### src/rtl/joypad_reg_if.sv
// CPU bus bundle for the P1/JOYP register: address, write data, strobes, read data and decode hit.
interface joypad_reg_if;
  logic [15:0] addr;
  logic [7:0]  din;
  logic        wr;
  logic        rd;
  logic [7:0]  dout;
  logic        hit;

  modport master (output addr, din, wr, rd, input dout, hit);
  modport slave  (input addr, din, wr, rd, output dout, hit);
endinterface

### src/rtl/joypad_reg.sv
// Game Boy P1/JOYP register: synchronizes eight button levels, presents the select-multiplexed
// active-low nibble to the CPU and pulses int_req on any visible high-to-low bit transition.
module joypad_reg #(
  parameter logic [15:0] REG_ADDR    = 16'hFF00,
  parameter int unsigned SYNC_STAGES = 2
) (
  input  logic           clock,
  input  logic           reset,
  input  logic           btn_right,
  input  logic           btn_left,
  input  logic           btn_up,
  input  logic           btn_down,
  input  logic           btn_a,
  input  logic           btn_b,
  input  logic           btn_select,
  input  logic           btn_start,
  joypad_reg_if.slave    bus,
  output logic           int_req
);

  // Bit order: {start, select, b, a, down, up, left, right}
  logic [7:0] btn_vec;
  logic [7:0] sync_q [SYNC_STAGES];
  logic [7:0] btn_s;
  logic [1:0] sel_q, sel_d;
  logic [3:0] nibble_q, nibble_d;
  logic       int_req_q, int_req_d;
  logic [3:0] dir, act;
  logic       unused_din;

  assign btn_vec = {btn_start, btn_select, btn_b, btn_a,
                    btn_down, btn_up, btn_left, btn_right};
  assign btn_s   = sync_q[SYNC_STAGES-1];
  assign unused_din = ^{bus.din[7:6], bus.din[3:0]};

  assign bus.hit = (bus.addr == REG_ADDR);

  always_comb begin
    dir       = ~btn_s[3:0];
    act       = ~btn_s[7:4];
    nibble_d  = (sel_q[0] ? 4'hF : dir) & (sel_q[1] ? 4'hF : act);
    int_req_d = |(nibble_q & ~nibble_d);
    sel_d     = sel_q;
    if (bus.wr && bus.hit) begin
      sel_d = bus.din[5:4];
    end
  end

  always_ff @(posedge clock or posedge reset) begin
    if (reset) begin
      for (int unsigned i = 0; i < SYNC_STAGES; i++) begin
        sync_q[i] <= '0;
      end
      sel_q     <= 2'b11;
      nibble_q  <= '1;
      int_req_q <= 1'b0;
    end else begin
      sync_q[0] <= btn_vec;
      for (int unsigned i = 1; i < SYNC_STAGES; i++) begin
        sync_q[i] <= sync_q[i-1];
      end
      sel_q     <= sel_d;
      nibble_q  <= nibble_d;
      int_req_q <= int_req_d;
    end
  end

  // Read data uses the registered sel, so a same-cycle write is visible only from the next cycle.
  always_comb begin
    bus.dout = 8'hFF;
    if (bus.rd && bus.hit) begin
      bus.dout = {2'b11, sel_q, nibble_q};
    end
  end

  assign int_req = int_req_q;

endmodule

### src/flat_wrapper.sv
// flat-port wrapper written by rule: the top's interface ports become plain ports
module joypad_reg_flat 
#(
  parameter logic [15:0] REG_ADDR    = 16'hFF00,
  parameter int unsigned SYNC_STAGES = 2
)
  (clock, reset, btn_right, btn_left, btn_up, btn_down, btn_a, btn_b, btn_select, btn_start, int_req, bus_addr, bus_din, bus_wr, bus_rd, bus_dout, bus_hit);
  joypad_reg_if bus_i ();
  input  logic clock;
  input  logic reset;
  input  logic btn_right;
  input  logic btn_left;
  input  logic btn_up;
  input  logic btn_down;
  input  logic btn_a;
  input  logic btn_b;
  input  logic btn_select;
  input  logic btn_start;
  output logic int_req;
  input wire logic [$bits(bus_i.addr)-1:0] bus_addr;
  input wire logic [$bits(bus_i.din)-1:0] bus_din;
  input wire logic [$bits(bus_i.wr)-1:0] bus_wr;
  input wire logic [$bits(bus_i.rd)-1:0] bus_rd;
  output wire logic [$bits(bus_i.dout)-1:0] bus_dout;
  output wire logic [$bits(bus_i.hit)-1:0] bus_hit;
  assign bus_i.addr = bus_addr;
  assign bus_i.din = bus_din;
  assign bus_i.wr = bus_wr;
  assign bus_i.rd = bus_rd;
  assign bus_dout = bus_i.dout;
  assign bus_hit = bus_i.hit;
  joypad_reg #(.REG_ADDR(REG_ADDR), .SYNC_STAGES(SYNC_STAGES)) u_core (.clock(clock), .reset(reset), .btn_right(btn_right), .btn_left(btn_left), .btn_up(btn_up), .btn_down(btn_down), .btn_a(btn_a), .btn_b(btn_b), .btn_select(btn_select), .btn_start(btn_start), .bus(bus_i), .int_req(int_req));
endmodule
### config.mk
export PLATFORM = sky130hd
export DESIGN_NAME = joypad_reg_flat
export DESIGN_NICKNAME = d
export VERILOG_FILES = /design/src/rtl/joypad_reg_if.sv /design/src/rtl/joypad_reg.sv /design/src/flat_wrapper.sv
export SDC_FILE = /design/constraint.sdc
export NUM_CORES = 1
export LEC_CHECK = 0
export ABC_AREA = 0
export CORE_MARGIN = 3
export CORE_UTILIZATION = 39
export CTS_CLUSTER_SIZE = 30
export DETAILED_ROUTE_END_ITERATION = 12
export GPL_ROUTABILITY_DRIVEN = 0
export PLACE_DENSITY = 0.82
export REMOVE_ABC_BUFFERS = 1
export SKIP_CTS_REPAIR_TIMING = 1
export SKIP_LAST_GASP = 1
export SLEW_MARGIN = 25
export SYNTH_ARGS = -nofsm -noshare
export SYNTH_HDL_FRONTEND = slang
export SYNTH_SLANG_ARGS = --single-unit
export TNS_END_PERCENT = 100
### constraint.sdc
create_clock -name clock -period 4.59 [get_ports clock]
set_input_delay 1.1475 -clock clock [delete_from_list [all_inputs] [get_ports clock]]
set_output_delay 1.1475 -clock clock [all_outputs]
set_load 0.1 [all_outputs]
==> summary.md, run 1 <==
| Metric | Value |
|---|---|
| Minimum clock period after layout | `~4.3 ns` |
| Most common library cell in the layout ignoring fill and taps | `clkdlybuf4s50_1` |
| Total via count in the routed design | `between 500 and 600` |
| Area of the core | `1820 um^2` |
| Post-detail-place hpwl | `1460 um` |
| Via count of the first global-routing pass | `just over 600` |
| PwrDens | `approximately 280 nW/um^2` |
| DRC viols | `0` |
| Worst path arrival time | `about 3.1 ns` |
| Highest attainable clock frequency | `around 0.23 GHz` |
| Total number of placement rows | `15` |
| Count of boundary I/O pins | `between 40 and 50` |
| Placed Instance Area | `1250 um^2` |
| Clock root buffer | `clkbuf_4` |
| Routed wire length | `around 1700 um` |
| Worst setup slack for register-to-register paths | `approximately 3.3 ns` |
| Total number of nets in the final design | `130` |
| CTS tree | `built` |
| Status | `finished, final reports clean` |
| Endpoint of the lowest-slack register-to-register path | `u_core.int_req$_DFF_PP0_` |
| Number of buffers added by the clock tree synthesis step | `3` |
| Count of placed standard cells in the final layout, fillers left out | `~120` |
| Worst setup endpoint | `bus_dout[3]` |
| Syn Inst Count | `53` |
| Count of H-tree levels built during CTS | `1` |
| Setup Crit Path Kind | `input port to output port` |
| Register area | `between 500 and 600 um^2` |
| DR pass1 iterations | `3` |
| Area grow syn2layout | `61.4%` |
| Worst min path class | `flop to flop` |
| Number of antenna violations at the first check in global routing | `0` |
| Initial standard-cell utilization of the core | `0.436` |
| Met2 global-route usage | `0.290` |
| Unrepaired setup endpoints after global routing | `no` |
| Origin of the critical flop-to-flop path | `u_core.sel_q[0]$_DFFE_PP1P_` |
| Highest-count cells in the layout ignoring fill and taps | `30 x clkdlybuf4s50_1, 17 x dfrtp_1, 7 x buf_12` |
| Cell Area, Synth | `795 um^2` |
| Final sum of negative setup slack | `0 ns` |
| Number of cells traversed by the worst register-to-register path | `4` |
| Leakage Power | `~0.54 nW` |
| Final Setup Violations | `0` |
| # fillers | `roughly 140` |
| Required time at the endpoint of the critical path | `approximately 3.4 ns` |
| Via-per-instance ratio | `around 4.7` |
| Number of max-cap violations | `0` |
| DP Cell Count | `around 110` |
| Share of the cycle needed by the critical path after routing | `0.931` |
| Die footprint | `approximately 2600 um^2` |
| Number of DRC violations after detailed-routing iteration 0 | `1` |
| Met1 GRT Util | `0.139` |
| Pwr Total | `between 0.0003 and 0.0004 W` |
| Flops & latches, synth | `23` |
| Setup Skew | `0.00844 ns` |
| Fin. max-slew vios | `0` |
| Fraction of final layout cells sized beyond drive strength 1 | `0.226` |
| Total global routing track utilization | `0.158` |
| Number of distinct library cell variants in the gate-level netlist after synthesis | `16` |
| Crit path launch type | `input port` |
| Number of antenna-violating nets in the routed design | `0` |
| Critical Path End Type | `output port` |
| Wirelength per Cell | `14.4 um` |
| Worst relative slew slack | `0.355` |
| Die Height | `51.1 um` |
| Layer with the highest usage after global routing | `met2` |
| Worst supply voltage drop on vdd | `~200 uV` |
| Clock Sinks | `23` |
| Core Util, Final | `0.704` |
| Finished layout cell area | `roughly 1300 um^2` |
| Clock transition at the registers of the reported paths | `0.11 ns` |
| Synthesized area per cell | `approximately 15 um^2` |
| Area used by multi-input combinational logic | `around 180 um^2` |
| Global-route congestion overflow total | `0` |
| Least-Margin Pin Slew | `roughly 0.96 ns` |
| Wire length of the first global-routing pass | `between 2000 and 3000 um` |
| Ys Warns | `0` |
| I/O Buffers | `37` |
| Skew-Pair Late Insertion Delay | `~0.30 ns` |
| Die Span X | `51.1 um` |
| Hold Vio Cnt, Final | `0` |
| Register area share after synthesis | `0.734` |
| Number of antenna cells inserted | `0` |
| Worst-case clock buffer depth | `2` |
| Met3 global-route usage | `0.0700` |
| Largest net degree at the start of global routing | `24` |
| Largest fanout of any net on the critical path | `8` |
| Beginning of the critical path | `bus_addr[1]` |
registers in the layout, indices dropped and copies added, names as in the netlist:
signal / count
u_core.btn_s: 8
u_core.int_req: 1
u_core.nibble_q: 4
u_core.sel_q: 2
u_core.sync_q: 8
worst max-delay path, cell delays in order:
cell             delay, ns
clkdlybuf4s50_1       0.40
or4_4                 0.55
nor4_4                0.56
nand3b_1              0.24
buf_12                0.23
Yosys cell counts:
| library cell | count | area, um^2 |
|---|---|---|
| a22oi_1 | 4 | 30.0 |
| buf_4 | 2 | 15.0 |
| conb_1 | 1 | 3.75 |
| dfrtp_1 | 17 | 425 |
| dfstp_2 | 6 | 158 |
| inv_1 | 6 | 22.5 |
| mux2_1 | 2 | 22.5 |
| nand2_2 | 1 | 6.26 |
| nand2b_1 | 1 | 6.26 |
| nand3_1 | 5 | 25.0 |
| nand3b_1 | 1 | 7.51 |
| nand4_1 | 2 | 12.5 |
| nor4_4 | 1 | 21.3 |
| o211ai_1 | 1 | 7.51 |
| o22a_1 | 1 | 8.76 |
| or4_4 | 2 | 22.5 |
through the flow:
stage,setup slack [ns],hold slack (ns)
after CTS,0.264,0.361
after floorplan,-0.686,0.331
after global placement,0.331,0.332
after global routing,0.159,0.374
after detailed placement,0.275,0.335
final,0.315,0.358
power by group:
| part | leakage, nW | switching [W] | total (W) | internal (W) |
|---|---|---|---|---|
| Clock | 0.0177 | 0.0000546 | 0.0000872 | 0.0000325 |
| Sequential | 0.260 | 0.00000278 | 0.000217 | 0.000214 |
| Combinational | 0.264 | 0.0000255 | 0.0000518 | 0.0000263 |
| Total | 0.542 | 0.0000830 | 0.000356 | 0.000273 |
routing by layer:
layer  share of wire  up-vias
met3            0.14        3
li1                -      259
met2            0.52       40
met4           0.021        0
met5               0        -
met1            0.32      252
worst min-delay path by stage:
stage / start / cells after the start / slack, ns / end
floorplan: u_core.sync_q[8]$_DFF_PP0_ / 0 / 0.33 / u_core.btn_s[0]$_DFF_PP0_
global placement: u_core.sync_q[9]$_DFF_PP0_ / 0 / 0.33 / u_core.btn_s[1]$_DFF_PP0_
detailed placement: u_core.sync_q[9]$_DFF_PP0_ / 0 / 0.33 / u_core.btn_s[1]$_DFF_PP0_
CTS: u_core.sync_q[13]$_DFF_PP0_ / 0 / 0.36 / u_core.btn_s[5]$_DFF_PP0_
global route: u_core.sync_q[9]$_DFF_PP0_ / 0 / 0.37 / u_core.btn_s[1]$_DFF_PP0_
finish: u_core.sync_q[13]$_DFF_PP0_ / 0 / 0.36 / u_core.btn_s[5]$_DFF_PP0_
cell type report:
| cell class | instances | share of cell area |
|---|---|---|
| Clock buffer | 3 | 0.0176 |
| Clock inverter | 1 | 0.00390 |
| Inverter | 6 | 0.0176 |
| Multi-Input combinational cell | 23 | 0.139 |
| Sequential cell | 23 | 0.455 |
| Tap cell | 25 | 0.0244 |
| Timing Repair Buffer | 37 | 0.343 |
cell families (layout without fill, tap and decap cells):
| logic type | after synthesis | in the layout | synth area share |
|---|---|---|---|
| and+or+nand+nor | 13 | 13 | 0.128 |
| AOI/OAI and AO/OA | 6 | 6 | 0.0583 |
| DFF | 23 | 23 | 0.734 |
| muxes | 2 | 2 | 0.0283 |
| buffers and inverters | 8 | 47 | 0.0472 |
| other | 1 | 2 | 0.00472 |
(Power assumes the default switching activity.)
==> inputs of run 2 (changes only) <==
--- a/config.mk
+++ b/config.mk
@@ -6,6 +6,7 @@
 export NUM_CORES = 1
 export LEC_CHECK = 0
 export ABC_AREA = 0
+export CAP_MARGIN = 20
 export CORE_MARGIN = 3
 export CORE_UTILIZATION = 39
 export CTS_CLUSTER_SIZE = 30
@@ -15,7 +16,6 @@
 export REMOVE_ABC_BUFFERS = 1
 export SKIP_CTS_REPAIR_TIMING = 1
 export SKIP_LAST_GASP = 1
-export SLEW_MARGIN = 25
 export SYNTH_ARGS = -nofsm -noshare
 export SYNTH_HDL_FRONTEND = slang
 export SYNTH_SLANG_ARGS = --single-unit
==> results of run 2 <==
No change in the layout: final DEF, timing and power equal those of run 1.
